### src/rtl/matrix_seq_pkg.sv
// Shared types and RAM-select encodings for the matrix multiply sequencer.
package matrix_seq_pkg;

    typedef enum logic [2:0] {
        IDLE      = 3'd0,
        LOAD_X    = 3'd1,
        LOAD_Y    = 3'd2,
        START     = 3'd3,
        WAIT_RUN  = 3'd4,
        WAIT_DONE = 3'd5,
        READ_ADDR = 3'd6,
        READ_CAP  = 3'd7
    } seq_state_t;

    localparam logic [1:0] SEL_X    = 2'b00;
    localparam logic [1:0] SEL_Y    = 2'b01;
    localparam logic [1:0] SEL_Z    = 2'b10;
    localparam logic [1:0] SEL_NONE = 2'b11;

endpackage

### src/rtl/matrix_multiply_sequencer.sv
// Streams X/Y operands into the multiplier RAMs, kicks off the multiply, and
// streams the Z result back out over a valid/ready interface.
module matrix_multiply_sequencer
    import matrix_seq_pkg::*;
#(
    parameter int ADDR_WIDTH    = 32,
    parameter int DATA_WIDTH    = 32,
    parameter int X_ROWS        = 5,
    parameter int Y_COLS        = 5,
    parameter int X_COLS_Y_ROWS = 5
) (
    input  logic                  clk,
    input  logic                  rst,
    input  logic                  go,
    input  logic                  s_valid,
    output logic                  s_ready,
    input  logic [DATA_WIDTH-1:0] s_data,
    output logic                  m_valid,
    input  logic                  m_ready,
    output logic [DATA_WIDTH-1:0] m_data,
    output logic                  m_last,
    output logic                  done,
    output logic                  start,
    input  logic                  busy,
    output logic [ADDR_WIDTH-1:0] ram_addr,
    output logic                  ram_wen,
    output logic [1:0]            ram_sel,
    output logic [DATA_WIDTH-1:0] ram_data_in,
    input  logic [DATA_WIDTH-1:0] ram_data_out
);

    localparam logic [ADDR_WIDTH-1:0] X_LAST  = ADDR_WIDTH'(X_ROWS * X_COLS_Y_ROWS - 1);
    localparam logic [ADDR_WIDTH-1:0] Y_LAST  = ADDR_WIDTH'(X_COLS_Y_ROWS * Y_COLS - 1);
    localparam logic [ADDR_WIDTH-1:0] Z_LAST  = ADDR_WIDTH'(X_ROWS * Y_COLS - 1);
    localparam logic [ADDR_WIDTH-1:0] CNT_ONE = {{(ADDR_WIDTH-1){1'b0}}, 1'b1};

    seq_state_t            state_r, state_s;
    logic [ADDR_WIDTH-1:0] cnt_r, cnt_s;
    logic [DATA_WIDTH-1:0] m_data_r;
    logic                  m_valid_r;
    logic                  m_last_r;
    logic                  done_r;

    // State and word-counter registers.
    always_ff @(posedge clk or posedge rst) begin
        if (rst) begin
            state_r <= IDLE;
            cnt_r   <= '0;
        end else begin
            state_r <= state_s;
            cnt_r   <= cnt_s;
        end
    end

    // Next-state, counter update and per-state control decode.
    always_comb begin
        state_s = state_r;
        cnt_s   = cnt_r;
        s_ready = 1'b0;
        start   = 1'b0;
        ram_sel = SEL_NONE;
        case (state_r)
            IDLE: begin
                if (go) begin
                    state_s = LOAD_X;
                    cnt_s   = '0;
                end else begin
                    state_s = IDLE;
                end
            end
            LOAD_X: begin
                s_ready = 1'b1;
                ram_sel = SEL_X;
                if (s_valid && (cnt_r == X_LAST)) begin
                    cnt_s   = '0;
                    state_s = LOAD_Y;
                end else if (s_valid) begin
                    cnt_s = cnt_r + CNT_ONE;
                end else begin
                    cnt_s = cnt_r;
                end
            end
            LOAD_Y: begin
                s_ready = 1'b1;
                ram_sel = SEL_Y;
                if (s_valid && (cnt_r == Y_LAST)) begin
                    cnt_s   = '0;
                    state_s = START;
                end else if (s_valid) begin
                    cnt_s = cnt_r + CNT_ONE;
                end else begin
                    cnt_s = cnt_r;
                end
            end
            START: begin
                start   = 1'b1;
                state_s = WAIT_RUN;
            end
            WAIT_RUN: begin
                if (busy) begin
                    state_s = WAIT_DONE;
                end else begin
                    state_s = WAIT_RUN;
                end
            end
            WAIT_DONE: begin
                if (!busy) begin
                    state_s = READ_ADDR;
                    cnt_s   = '0;
                end else begin
                    state_s = WAIT_DONE;
                end
            end
            READ_ADDR: begin
                ram_sel = SEL_Z;
                state_s = READ_CAP;
            end
            READ_CAP: begin
                ram_sel = SEL_Z;
                // Leave only once the captured word has been accepted downstream.
                if (m_valid_r && m_ready && m_last_r) begin
                    cnt_s   = '0;
                    state_s = IDLE;
                end else if (m_valid_r && m_ready) begin
                    cnt_s   = cnt_r + CNT_ONE;
                    state_s = READ_ADDR;
                end else begin
                    state_s = READ_CAP;
                end
            end
            default: begin
                state_s = IDLE;
                cnt_s   = '0;
            end
        endcase
    end

    // Result capture, hold-under-backpressure and completion pulse.
    always_ff @(posedge clk or posedge rst) begin
        if (rst) begin
            m_data_r  <= '0;
            m_valid_r <= 1'b0;
            m_last_r  <= 1'b0;
            done_r    <= 1'b0;
        end else begin
            done_r <= 1'b0;
            if (state_r == READ_CAP) begin
                // First READ_CAP cycle sees the synchronous RAM read data.
                if (!m_valid_r) begin
                    m_data_r  <= ram_data_out;
                    m_valid_r <= 1'b1;
                    m_last_r  <= (cnt_r == Z_LAST);
                end else if (m_ready) begin
                    m_valid_r <= 1'b0;
                    m_last_r  <= 1'b0;
                    done_r    <= m_last_r;
                end
            end
        end
    end

    assign ram_addr    = cnt_r;
    assign ram_wen     = s_valid & s_ready;
    assign ram_data_in = s_data;
    assign m_data      = m_data_r;
    assign m_valid     = m_valid_r;
    assign m_last      = m_last_r;
    assign done        = done_r;

endmodule

### config.mk
export PLATFORM = sky130hd
export DESIGN_NAME = matrix_multiply_sequencer
export DESIGN_NICKNAME = d
export VERILOG_FILES = /design/src/rtl/matrix_seq_pkg.sv /design/src/rtl/matrix_multiply_sequencer.sv
export SDC_FILE = /design/constraint.sdc
export NUM_CORES = 1
export LEC_CHECK = 0
export CAP_MARGIN = 20
export CORE_MARGIN = 4
export CORE_UTILIZATION = 42
export DETAILED_ROUTE_END_ITERATION = 8
export PLACE_DENSITY = 0.9
export SLEW_MARGIN = 30
export SYNTH_ARGS = -nofsm -noshare
export SYNTH_HDL_FRONTEND = slang
export SYNTH_SLANG_ARGS = --single-unit
### constraint.sdc
create_clock -name clk -period 3 [get_ports clk]
set_input_delay 0.6 -clock clk [delete_from_list [all_inputs] [get_ports clk]]
set_output_delay 0.6 -clock clk [all_outputs]
set_load 0.01 [all_outputs]
==> metrics.cfg <==
[run_status]
status=finished, final reports clean

[clock_tree]
cts_tree=built
cts_buffer_depth=2
post_cts_resized=0
clock-sinks=70
cts_buffers=9
clockRootBuffer=clkbuf_8
htreeDepth=3
clk_latency_ns=0.35
cts_setup_buffers=0
clkTransAtPathRegs_ns=0.08
hold_buffers=0

[sta]
worst_clock_skew_ns=0.0132
rsz0062_at_grt=false
fmax_mhz=382
period_needed_ns=2.62
tightest_slew_ns=0.669
finalCritPeriodShare=0.872
tns_ns=0
hold_viol_final=0
drv_slew=0
setup_viol=0
max_slew_margin=0.554

[detailed_routing]
vias=3399
post_drt_wl_per_cell_um=18.6
dr.first_iter.drc_count=239
wirelength_um=10600
post-route-drc-count=0
ant_nets=0
dr.pass1.iters=5
via_per_inst=5.94

[floorplan]
dieArea_sq_mm=0.0108
die_h_um=104
rows=34
fp.coreArea_sq_mm=0.00881
ios=174
die_w_um=104
start_util=0.437

[pwr]
swShare=0.353
comb_power_share=0.456
power.share.clock=0.187
internal_power_w=0.00258
ir_drop_mv=0.304
p_leak_nw=2.00
p_per_area_mw_per_mm2=792
p_seq_frac=0.357
p_sw_w=0.00141

[yosys]
synth_top_cell_by_area=dfrtp_1
synth-xor-area-share=0.0114
yosys_register_bits=70
syn_area_sq_mm=0.00385
synth_top_area_frac=0.455
yosys_warnings=0
seq_area_frac_synth=0.455
syn_area_per_cell_sq_um=10.0
synth_edf_count=0
synth-compound-area-share=0.128
synthCells=385
yosys.area_share.simple=0.193
synth_nets=458
synth_fa_ha_area_frac=0.00974
synth_top_family_by_area=simple AND/OR/NAND/NOR gates
synth_area_leaders=dfrtp_1 45%, mux2_2 9.4%, buf_4 6.2%, a31oi_1 5.4%, nand3_1 3.1%
ys_async_sr_fraction=1.00
synth_ff_type=dfrtp_1
yosysUniqueCellTypes=52
synth.area.mux_share=0.101

[cells_and_area]
final_common_cell=clkdlybuf4s50_1
nets=533
area_growth_pct=30.7
postLayoutCellArea_sq_mm=0.00503
fin_util=0.572
layout-drive-gt1-share=0.142
layout_common_cells=109 x clkdlybuf4s50_1, 70 x dfrtp_1, 33 x a31oi_1
diodes=0

[placement]
port_buffers=109
hpwl_um=7640
dpl_cell_area_sq_mm=0.00485
gp_congestion=0.854

[setup_path]
reg2reg_slack_ns=0.38
cpPeakStageDelay_ns=0.60
rr_worst_depth=8
cpMostUsedCell=nor2_1
crit_chain=xnor2_1 -> nor2_1 -> inv_1 -> nor2_1 -> clkdlybuf4s50_1
critical_path.max_fanout=13
cp.required_ns=2.40
r2r-start=ram_addr[0]
cp-end-kind=output pin
cp-start-kind=register
crit_type=register to output pin
arrival_ns=2.02
crit_slowest_cell=dfrtp_1
r2r_end=ram_addr[21]

[worst_hold_path]
whs_path_depth=1
hold_end=m_data[20]
hp-class=register to register
hp-start=m_data[20]

[run]
max-cap-violations=0

[grt]
grt_pass1_wl_um=17400
grt_max_degree=45
grt_pass1_vias=3336
antenna_found_initial=0
grt.total_usage=0.197
globalRouteOverflowTotal=0

worst max-delay path: cells and delay by family (launching register included):
| family | cells | cell delay, ns |
|---|---|---|
| simple gates | 2 | 0.27 |
| xor+xnor | 1 | 0.14 |
| buf+inv | 2 | 0.66 |
| flops | 1 | 0.60 |
Yosys cell counts, drive strengths merged, types with 5 or more instances:
cell type	n
dfrtp	70
a41oi	7
a31oi	33
and4	5
nor2	19
o2bb2ai	5
and2	8
nor4	6
nand2	22
mux2	32
o21ai	7
nand4	14
clkbuf	18
buf	38
and3	8
nand3b	7
nand3	24
nor3	6
a21oi	5
inv	14
power groups by stage:
stage / Combinational [W] / Sequential (W) / Clock, W
floorplan: 0.000972 / 0.00150 / 0
finish: 0.00182 / 0.00142 / 0.000746
global placement: 0.00176 / 0.00141 / 0
global route: 0.00195 / 0.00146 / 0.000795
detailed placement: 0.00182 / 0.00144 / 0
CTS: 0.00182 / 0.00143 / 0.000757
sequential cells by signal, indices dropped and copies added, names as in the netlist:
name / flops
done: 1
m_data: 32
m_last: 1
m_valid: 1
ram_addr: 32
state_r: 3
kinds of logic after synthesis:
group                    count (synthesis)
AO/OA/AOI/OAI                           71
XOR/XNOR                                 5
buffers and inverters                   70
adder cells (fa/ha/maj)                  3
flip-flops                              70
AND/OR/NAND/NOR                        131
multiplexers                            35
worst max path at each step:
stage / from / endpoint / slack (ns) / cells after the start
after floorplan: rst / done / 0.63 / 1
after global placement: m_ready / ram_addr[27] / 0.40 / 7
after detailed placement: s_valid / ram_addr[21] / 0.38 / 6
after CTS: state_r[1] / ram_wen / 0.39 / 5
after global routing: ram_addr[0] / ram_addr[22] / 0.28 / 8
final: state_r[1] / ram_wen / 0.38 / 5
area by class of cell:
class                   count  area (sq um)
inverters                  14          52.6
flip-flops and latches     70          1750
repair buffers            120          1200
clock inverters             6          63.8
well taps                 108           135
fillers                   711          3770
multi-input cells         245          1710
clock buffers               9           124
per-stage QoR:
step / power (W) / hold slack (ns) / std cells / setup WS (ns)
finish: 0.00399 / 0.512 / 572 / 0.383
global placement: 0.00317 / 0.489 / 557 / 0.403
CTS: 0.00400 / 0.515 / 572 / 0.392
detailed placement: 0.00326 / 0.498 / 557 / 0.379
global route: 0.00421 / 0.530 / 572 / 0.277
floorplan: 0.00247 / 0.537 / 385 / 0.632
layer usage:
layer,GRT usage,vias to the layer above,wire (um)
li1,-,1548,-
met1,0.275,1606,4600
met2,0.301,222,4780
met3,0.0553,23,1110
met4,0.0560,0,147
met5,0,-,0
No activity file was read; power rests on OpenSTA's default activity.
